==> config.mk <==
export PLATFORM = sky130hd
export DESIGN_NAME = serial_deserializer_d
export DESIGN_NICKNAME = d
export VERILOG_FILES = /design/src/rtl/serial_deserializer_d_pkg.sv /design/src/rtl/flipflop_d_arst.sv /design/src/rtl/serial_deserializer_d.sv
export SDC_FILE = /design/constraint.sdc
export NUM_CORES = 1
export LEC_CHECK = 0
export CAP_MARGIN = 5
export CORE_UTILIZATION = 48
export DETAILED_ROUTE_END_ITERATION = 10
export PLACE_DENSITY = 0.81
export SLEW_MARGIN = 30
export SYNTH_ARGS = -nofsm -noshare
export SYNTH_HDL_FRONTEND = slang
export SYNTH_SLANG_ARGS = --single-unit
==> constraint.sdc <==
create_clock -name clk -period 3.65 [get_ports clk]
set_input_delay 0.365 -clock clk [delete_from_list [all_inputs] [get_ports clk]]
set_output_delay 0.365 -clock clk [all_outputs]
set_load 0.01 [all_outputs]
==> src/rtl/serial_deserializer_d_pkg.sv <==
// Shared types and constants for the serial deserializer.
package serial_deserializer_d_pkg;

  // Default word length in bits.
  localparam int DEFAULT_WIDTH = 8;

  // Widest word the debug view can carry, and the matching counter width.
  localparam int DBG_SR_W  = 16;
  localparam int DBG_CNT_W = 5;

  // Frame state: IDLE waits for a start, SHIFT is collecting bits.
  typedef enum logic {
    ST_IDLE  = 1'b0,
    ST_SHIFT = 1'b1
  } state_e;

  // Internal state made visible for checkers and debug.
  typedef struct packed {
    state_e                 state;
    logic [DBG_CNT_W-1:0]   cnt;
    logic [DBG_SR_W-1:0]    sr;
  } dbg_t;

  // Bit counter width: wide enough to hold the value WIDTH.
  function automatic int cnt_width(input int width);
    return $clog2(width + 1);
  endfunction

endpackage

==> src/rtl/flipflop_d_arst.sv <==
// D flip-flop with load enable and asynchronous active-low clear.
module flipflop_d_arst (
  input  logic d,
  input  logic en,
  input  logic clk,
  input  logic rst_n,
  output logic q,
  output logic q_inverse
);

  // Storage: clear on reset, load d when enabled.
  always_ff @(posedge clk or negedge rst_n) begin
    if (!rst_n) begin
      q <= 1'b0;
    end else if (en) begin
      q <= d;
    end
  end

  assign q_inverse = ~q;

endmodule

==> src/rtl/serial_deserializer_d.sv <==
// Serial-to-parallel converter with frame sync, gap tolerance and abort
// detection. Datapath is a chain of enable flops; control is behavioural.
//
// Handshake: din/start are consumed only on rising edges where din_valid is
// high; there is no back-pressure. dout_valid and frame_err are single-cycle
// registered pulses; dout holds the last completed word until replaced.
module serial_deserializer_d
  import serial_deserializer_d_pkg::*;
#(
  parameter int WIDTH     = DEFAULT_WIDTH,
  parameter bit MSB_FIRST = 1'b1
) (
  input  logic             clk,
  input  logic             rst_n,
  input  logic             din,
  input  logic             din_valid,
  input  logic             start,
  output logic [WIDTH-1:0] dout,
  output logic             dout_valid,
  output logic             busy,
  output logic             frame_err,
  output dbg_t             dbg
);

  localparam int CW = cnt_width(WIDTH);

  state_e           state_q, state_d;
  logic [CW-1:0]    cnt_q, cnt_d;
  logic [WIDTH-1:0] dout_q, dout_d;
  logic             dout_valid_q, dout_valid_d;
  logic             busy_q, busy_d;
  logic             frame_err_q, frame_err_d;

  logic [WIDTH-1:0] sr_q, sr_qn, sr_d;
  logic             sr_en;
  logic [WIDTH-1:0] sr_shift, sr_first;

  // Shift register: one enable flop per bit, all loaded together.
  for (genvar i = 0; i < WIDTH; i++) begin : g_sr
    flipflop_d_arst u_ff (
      .d         (sr_d[i]),
      .en        (sr_en),
      .clk       (clk),
      .rst_n     (rst_n),
      .q         (sr_q[i]),
      .q_inverse (sr_qn[i])
    );
  end

  // Candidate shift-register values: continue a frame, or begin a fresh one
  // with only the new bit present so no stale bits survive an abort.
  always_comb begin
    sr_shift = sr_q;
    sr_first = '0;
    if (MSB_FIRST) begin
      sr_shift = {sr_q[WIDTH-2:0], din};
      sr_first = {{(WIDTH-1){1'b0}}, din};
    end else begin
      sr_shift = {din, sr_q[WIDTH-1:1]};
      sr_first = {din, {(WIDTH-1){1'b0}}};
    end
  end

  // Next-state and output logic for the IDLE/SHIFT controller.
  always_comb begin
    state_d      = state_q;
    cnt_d        = cnt_q;
    dout_d       = dout_q;
    dout_valid_d = 1'b0;
    frame_err_d  = 1'b0;
    sr_en        = 1'b0;
    sr_d         = sr_shift;
    unique case (state_q)
      ST_IDLE: begin
        if (din_valid && start) begin
          sr_en   = 1'b1;
          sr_d    = sr_first;
          cnt_d   = CW'(1);
          state_d = ST_SHIFT;
        end
      end
      ST_SHIFT: begin
        if (din_valid) begin
          sr_en = 1'b1;
          if (start) begin
            // New sync inside a frame: drop the partial word and restart.
            sr_d        = sr_first;
            cnt_d       = CW'(1);
            frame_err_d = 1'b1;
          end else if (cnt_q == CW'(WIDTH - 1)) begin
            // This edge samples the last bit; publish the whole word now.
            dout_d       = sr_shift;
            dout_valid_d = 1'b1;
            cnt_d        = '0;
            state_d      = ST_IDLE;
          end else begin
            cnt_d = cnt_q + CW'(1);
          end
        end
      end
      default: begin
        state_d = ST_IDLE;
        cnt_d   = '0;
      end
    endcase
    busy_d = (state_d == ST_SHIFT);
  end

  // Control and output registers.
  always_ff @(posedge clk or negedge rst_n) begin
    if (!rst_n) begin
      state_q      <= ST_IDLE;
      cnt_q        <= '0;
      dout_q       <= '0;
      dout_valid_q <= 1'b0;
      busy_q       <= 1'b0;
      frame_err_q  <= 1'b0;
    end else begin
      state_q      <= state_d;
      cnt_q        <= cnt_d;
      dout_q       <= dout_d;
      dout_valid_q <= dout_valid_d;
      busy_q       <= busy_d;
      frame_err_q  <= frame_err_d;
    end
  end

  assign dout       = dout_q;
  assign dout_valid = dout_valid_q;
  assign busy       = busy_q;
  assign frame_err  = frame_err_q;

  // Debug view; the register image is rebuilt from the complementary flop
  // outputs so both outputs of every cell are observable.
  always_comb begin
    dbg       = '0;
    dbg.state = state_q;
    dbg.cnt   = DBG_CNT_W'(cnt_q);
    dbg.sr    = DBG_SR_W'(~sr_qn);
  end

endmodule

==> results.py, run 1 <==
metrics = {
    "outcome": {
        "status": "completed",
    },
    "synth": {
        "yosysUniqueCellTypes": 25,
        "avgSynthCellArea_um2": 11.2,
        "synthArstFlopShare_pct": 100,
        "netlist_instances": 103,
        "ys_seq_area_share_pct": 49.7,
        "synth_top_area_share_pct": 49.7,
        "synth.most_common_cell": "dfrtp_1",
        "ys_top_cells_by_count": "dfrtp_1, buf_4, inv_1, mux2_2, o22ai_1",
        "yosys_most_used_dff": "dfrtp_1",
        "ys_warn_count": 0,
        "ys_ff_latch": 23,
        "synth_area_leaders": "dfrtp_1, buf_4, mux2_2",
        "syn-cell-area_um2": 1160,
        "synth-edff-count": 0,
        "yosysTopAreaCell": "dfrtp_1",
    },
    "sta": {
        "finalMaxSlewViolations": 0,
        "setup-tns-final_ps": 0,
        "finalCritPeriodShare_pct": 58.1,
        "fin_ws_ps": 1530,
        "hold_ws_ps": 1.80,
        "max_freq_ghz": 0.472,
        "finalSetupViolCount": 0,
        "rsz0062_at_grt": "no",
        "tightestPinTransition_ps": 635,
        "min_period_ps": 2120,
        "hold_viol_final": 0,
        "fin_skew_ps": 3.18,
        "maxSlewHeadroom_pct": 57.5,
    },
    "clock_network": {
        "clk_latency_ps": 300,
        "cts.htree.levels": 1,
        "cts_resized": 0,
        "hold_buffers": 0,
        "post-cts-setup-buffers": 0,
        "cts_buffer_depth": 2,
        "cts_buffers": 3,
        "clk_pin_slew_worst_paths_ps": 120,
        "cts_tree": "built",
        "cts-root-buf": "clkbuf_4",
        "clock-sinks": 23,
    },
    "drt": {
        "wire_per_inst_um": 13.3,
        "drt-initial-drc-count": 20,
        "num_vias": 782,
        "drc": 0,
        "drtAntennaViolNets": 0,
        "routed_wl_mm": 1.96,
        "drt-pass1-iter-count": 4,
        "vias_per_cell": 5.32,
    },
    "setup_path": {
        "worst_path_largest_cell_delay_ps": 880,
        "path_cells": "clkdlybuf4s50_1 -> nand2b_4 -> nor4_4 -> mux2_2",
        "crit_required_ps": 3850,
        "timing.rr.end": "dout[5]$_DFFE_PN0P_",
        "crit_slowest_cell": "clkdlybuf4s50_1",
        "crit_family": "buffers and inverters",
        "r2r.worst_path.cells": 3,
        "worstPathArrival_ps": 2320,
        "cp.buffers_inverters": 1,
        "critPathKind": "in -> reg",
        "reg2reg_slack_ps": 1760,
        "reg2reg_from": "busy$_DFF_PN0_",
        "cp_max_fo": 18,
        "crit_path_start": "din_valid",
        "critPathCaptureType": "flip-flop",
        "startpoint_type": "input pin",
    },
    "global_route": {
        "grt-ovfl-total": 0,
        "grt_first_pass_wirelength_mm": 3.15,
        "antenna_found_initial": 0,
        "grt_pass1_vias": 696,
        "grt_usage_pct": 16.6,
        "grt_max_degree": 24,
    },
    "pwr": {
        "leakagePower_nw": 0.592,
        "p_per_area_nw_per_um2": 515,
        "ir_drop_mv": 0.432,
        "p_total_mw": 0.701,
    },
    "die": {
        "initial_core_util_pct": 51.8,
        "dieHeight_um": 51.1,
        "die_x_um": 51.1,
        "fp.dieArea_um2": 2610,
        "rows": 17,
        "core_area_um2": 2230,
        "ios": 38,
    },
    "place": {
        "pre_cts_slack_ps": 1190,
        "post-dp-hpwl_mm": 1.36,
        "dp_cells": 143,
        "postPlaceCellArea_um2": 1340,
        "place.gp.congestion": 0.865,
        "port_buffers": 28,
    },
    "finish": {
        "areaGrowthSynthToFinish_pct": 17.7,
        "fin_area_um2": 1360,
        "layout-drive-gt1-share_pct": 14.3,
        "fin_util_pct": 61.0,
        "layoutNonFillerInstCount": 147,
        "nets": 126,
        "antenna_cells": 0,
    },
    "run": {
        "drv_cap": 0,
    },
    "hold_path": {
        "hp-class": "in -> async",
    },
}
-- where the power goes --
part / switching [mW] / total, mW / internal [mW] / leakage, nW
Sequential: 0.0476 / 0.345 / 0.297 / 0.304
Combinational: 0.101 / 0.242 / 0.141 / 0.273
Clock: 0.0722 / 0.115 / 0.0426 / 0.0150
Total: 0.221 / 0.701 / 0.480 / 0.592
-- cell type report --
type,count,area [µm²]
timing repair buffer,28,275
clock buffer,4,26.3
sequential,23,576
tap,28,35.0
fill,189,871
inverter,10,37.5
multi-input combinational,54,413
-- layer usage --
| metal | wire length (µm) | GRT usage, % |
|---|---|---|
| met4 | 28 | 8.80 |
| met3 | 93 | 2.98 |
| met1 | 895 | 22.7 |
| met2 | 940 | 25.0 |
| met5 | 0 | 0 |
-- flip-flops by register name, summed over array words and instances (netlist names) --
register     flops
dout             8
g_sr.u_ff.q      8
cnt_q            4
busy             1
dout_valid       1
frame_err        1
-- logic make-up after synthesis --
group / Yosys count / share of synthesized area, %
mux: 9 / 8.76
other cells: 2 / 0.649
buf+inv: 33 / 16.9
fa+ha+maj: 1 / 1.08
flops: 23 / 49.7
simple gates: 12 / 8.22
compound gates: 23 / 14.7
-- worst reg2reg max path: stages (launching register included) --
cell and delay, ps:
dfrtp_1 690, nand2_1 200, nor4_4 500, mux2_2 400
-- layout by cell type, fill, tap and decap left out --
cell | synthesis | layout
clkdlybuf4s50_1 | 0 | 27
dfrtp_1 | 23 | 23
inv_1 | 10 | 10
o22ai_1 | 9 | 9
mux2_2 | 9 | 9
conb_1 | 2 | 9
a2bb2oi_1 | 8 | 8
nand2_1 | 3 | 3
clkbuf_4 | 0 | 3
and3b_2 | 1 | 1
a22o_1 | 1 | 1
nor2_1 | 1 | 1
nand2b_4 | 1 | 1
nor4_4 | 1 | 1
nand4_1 | 1 | 1
nor2b_1 | 1 | 1
a31oi_1 | 1 | 1
o41ai_1 | 1 | 1
and2_1 | 1 | 1
nor3_1 | 1 | 1
a221o_1 | 1 | 1
and4b_2 | 1 | 1
a21oi_1 | 1 | 1
o21ai_0 | 1 | 1
ha_1 | 1 | 1
clkbuf_1 | 4 | 1
buf_2 | 0 | 1
-- how the worst max path moves through the flow --
stage / end / depth (start not counted)
6_report: dout[5]$_DFFE_PN0P_ / 4
4_1_cts: dout[7]$_DFFE_PN0P_ / 4
5_1_grt: dout[7]$_DFFE_PN0P_ / 4
2_1_floorplan: dout[0]$_DFFE_PN0P_ / 4
3_3_place_gp: dout[3]$_DFFE_PN0P_ / 4
3_5_place_dp: dout[7]$_DFFE_PN0P_ / 4
Note: power is estimated with default switching activity, not from simulation.
==> run 2: changes to the inputs <==
Settings changed: CORE_UTILIZATION 48 to 40, PLACE_DENSITY 0.81 to 0.72.
Clock period 3.65 ns to 1.7 ns, I/O delays scaled along.
==> run 2 against run 1 <==
Against the previous run: global-route usage down 1.8 points; wire length up 6.7%; setup slack worse by 1400 ps; clock power up 120%; sequential power up 110%; sequential cell count unchanged; non-clock buffer count up 6; largest power group unchanged; highest routed layer unchanged.
==> results.py, run 2 (same netlist as run 1, synthesis figures left out) <==
metrics = {
    "finish": {
        "areaGrowthSynthToFinish_pct": 22.4,
        "layout_commonest_cell": "clkdlybuf4s50_1",
        "antenna_cells": 0,
        "layout-drive-gt1-share_pct": 17.6,
        "nets": 132,
        "fill_cells": 253,
        "layoutNonFillerInstCount": 156,
        "final_cell_mix": "clkdlybuf4s50_1, dfrtp_1, inv_1",
    },
    "sta": {
        "setup-tns-final_ps": 0,
        "rsz0062_at_grt": "no",
        "min_period_ps": 1590,
        "fin_ws_ps": 106,
        "finalSetupViolCount": 0,
        "max_freq_ghz": 0.627,
        "fin_skew_ps": 4.87,
        "hold_viol_final": 0,
        "finalMaxSlewViolations": 0,
        "finalCritPeriodShare_pct": 93.8,
    },
    "setup_path": {
        "cp_max_fo": 10,
        "critPathKind": "reg -> out",
        "worstPathArrival_ps": 1420,
        "startpoint_type": "flip-flop",
        "crit_required_ps": 1530,
        "critPathCaptureType": "output pin",
    },
    "clock_network": {
        "clk_latency_ps": 310,
        "cts_resized": 0,
        "cts-root-buf": "clkbuf_4",
        "hold_buffers": 0,
        "cts_tree": "built",
        "cts.htree.levels": 1,
        "cts_buffer_depth": 2,
        "clock-sinks": 23,
        "post-cts-setup-buffers": 0,
        "clk_pin_slew_worst_paths_ps": 120,
        "cts_buffers": 3,
    },
    "drt": {
        "drc": 0,
        "routed_wl_mm": 2.09,
        "drt-pass1-iter-count": 4,
        "drt-initial-drc-count": 16,
        "vias_per_cell": 5.10,
        "wire_per_inst_um": 13.4,
        "drtAntennaViolNets": 0,
        "num_vias": 795,
    },
    "global_route": {
        "grt-ovfl-total": 0,
        "grt_first_pass_wirelength_mm": 3.51,
        "antenna_found_initial": 0,
        "grt_pass1_vias": 803,
        "grt_max_degree": 24,
        "grt_usage_pct": 14.8,
    },
    "pwr": {
        "p_switching_mw": 0.481,
        "p_per_area_nw_per_um2": 1080,
        "swShare_pct": 31.4,
        "ir_drop_mv": 0.480,
        "seqPwrFrac_pct": 47.2,
        "p_comb_share_pct": 36.2,
        "power.internal_mw": 1.05,
        "p_total_mw": 1.53,
        "leakagePower_nw": 0.621,
        "p_clk_share_pct": 16.5,
    },
    "place": {
        "port_buffers": 28,
        "pre_cts_slack_ps": 22.8,
        "dp_cells": 152,
        "post-dp-hpwl_mm": 1.53,
        "place.gp.congestion": 0.738,
    },
    "die": {
        "dieHeight_um": 55.8,
        "core_area_um2": 2760,
        "initial_core_util_pct": 42.0,
        "ios": 38,
        "die_x_um": 55.8,
        "fp.dieArea_um2": 3110,
        "rows": 19,
    },
    "outcome": {
        "status": "completed",
    },
    "run": {
        "drv_cap": 0,
    },
    "hold_path": {
        "hp-class": "in -> async",
    },
}
==> run 2: changes by cell type in the layout (fill, tap and decap cells not counted) <==
| cell | change |
|---|---|
| buf_4 | +6 |
| clkdlybuf4s50_1 | +1 |
| buf_2 | -1 |
==> run 2: cell type report <==
type                       instances  area [µm²]  area share (%)
clock buffer                       4        26.3            1.86
inverter                          10        37.5            2.65
multi-input combinational         54         413            29.2
sequential                        23         576            40.6
tap                               31        38.8            2.74
timing repair buffer              34         325            23.0
==> run 2: worst max-delay path, cell delays in order, from the launching register on <==
cell,delay [ps]
dfrtp_1,390
buf_4,170
clkdlybuf4s50_1,550
==> run 2: final timing paths <==
path | startpoint | endpoint | slack, ps | cells past startpoint
max in group asynchronous | rst_n | g_sr[0].u_ff.q$_DFFE_PN0P_ | 1280 | 2
hold reg to reg | dout[6]$_DFFE_PN0P_ | dout[6]$_DFFE_PN0P_ | 520 | 1
hold / removal | rst_n | g_sr[7].u_ff.q$_DFFE_PN0P_ | 190 | 2
min in group clk | din | g_sr[0].u_ff.q$_DFFE_PN0P_ | 500 | 2
setup / recovery | busy$_DFF_PN0_ | busy | 110 | 2
setup reg to reg | cnt_q[0]$_DFFE_PN0P_ | dout[2]$_DFFE_PN0P_ | 130 | 5
==> run 2: layer usage <==
metal  wire length (µm)  vias up  GRT usage, %
met4                 53        0          8.57
met5                  0        -             0
li1                   -      378             -
met1                914      391          17.8
met3                 69        4          3.26
met2               1050       22          24.4
==> run 2: per-stage QoR <==
| step | hold WS, ps | area, µm² | utilization, % |
|---|---|---|---|
| after floorplan | -126 | 1180 | - |
| after global placement | 491 | 1390 | 50.4 |
| after detailed placement | 496 | 1390 | 50.4 |
| after CTS | 198 | 1420 | 51.4 |
| after global routing | 219 | 1420 | 51.4 |
| final | 192 | 1420 | 51.4 |
==> run 2: power by group through the flow <==
stage | Clock (mW) | Sequential (mW) | Combinational (mW)
2_1_floorplan | 0 | 0.757 | 0.290
3_3_place_gp | 0 | 0.729 | 0.539
3_5_place_dp | 0 | 0.734 | 0.557
4_1_cts | 0.265 | 0.721 | 0.561
5_1_grt | 0.292 | 0.736 | 0.592
6_report | 0.253 | 0.722 | 0.554
==> run 3: changes to the inputs <==
Settings changed: CTS_CLUSTER_SIZE from default to 10.
==> results of run 3 <==
Same layout as run 2: the final DEF is identical, and so are final timing and power.
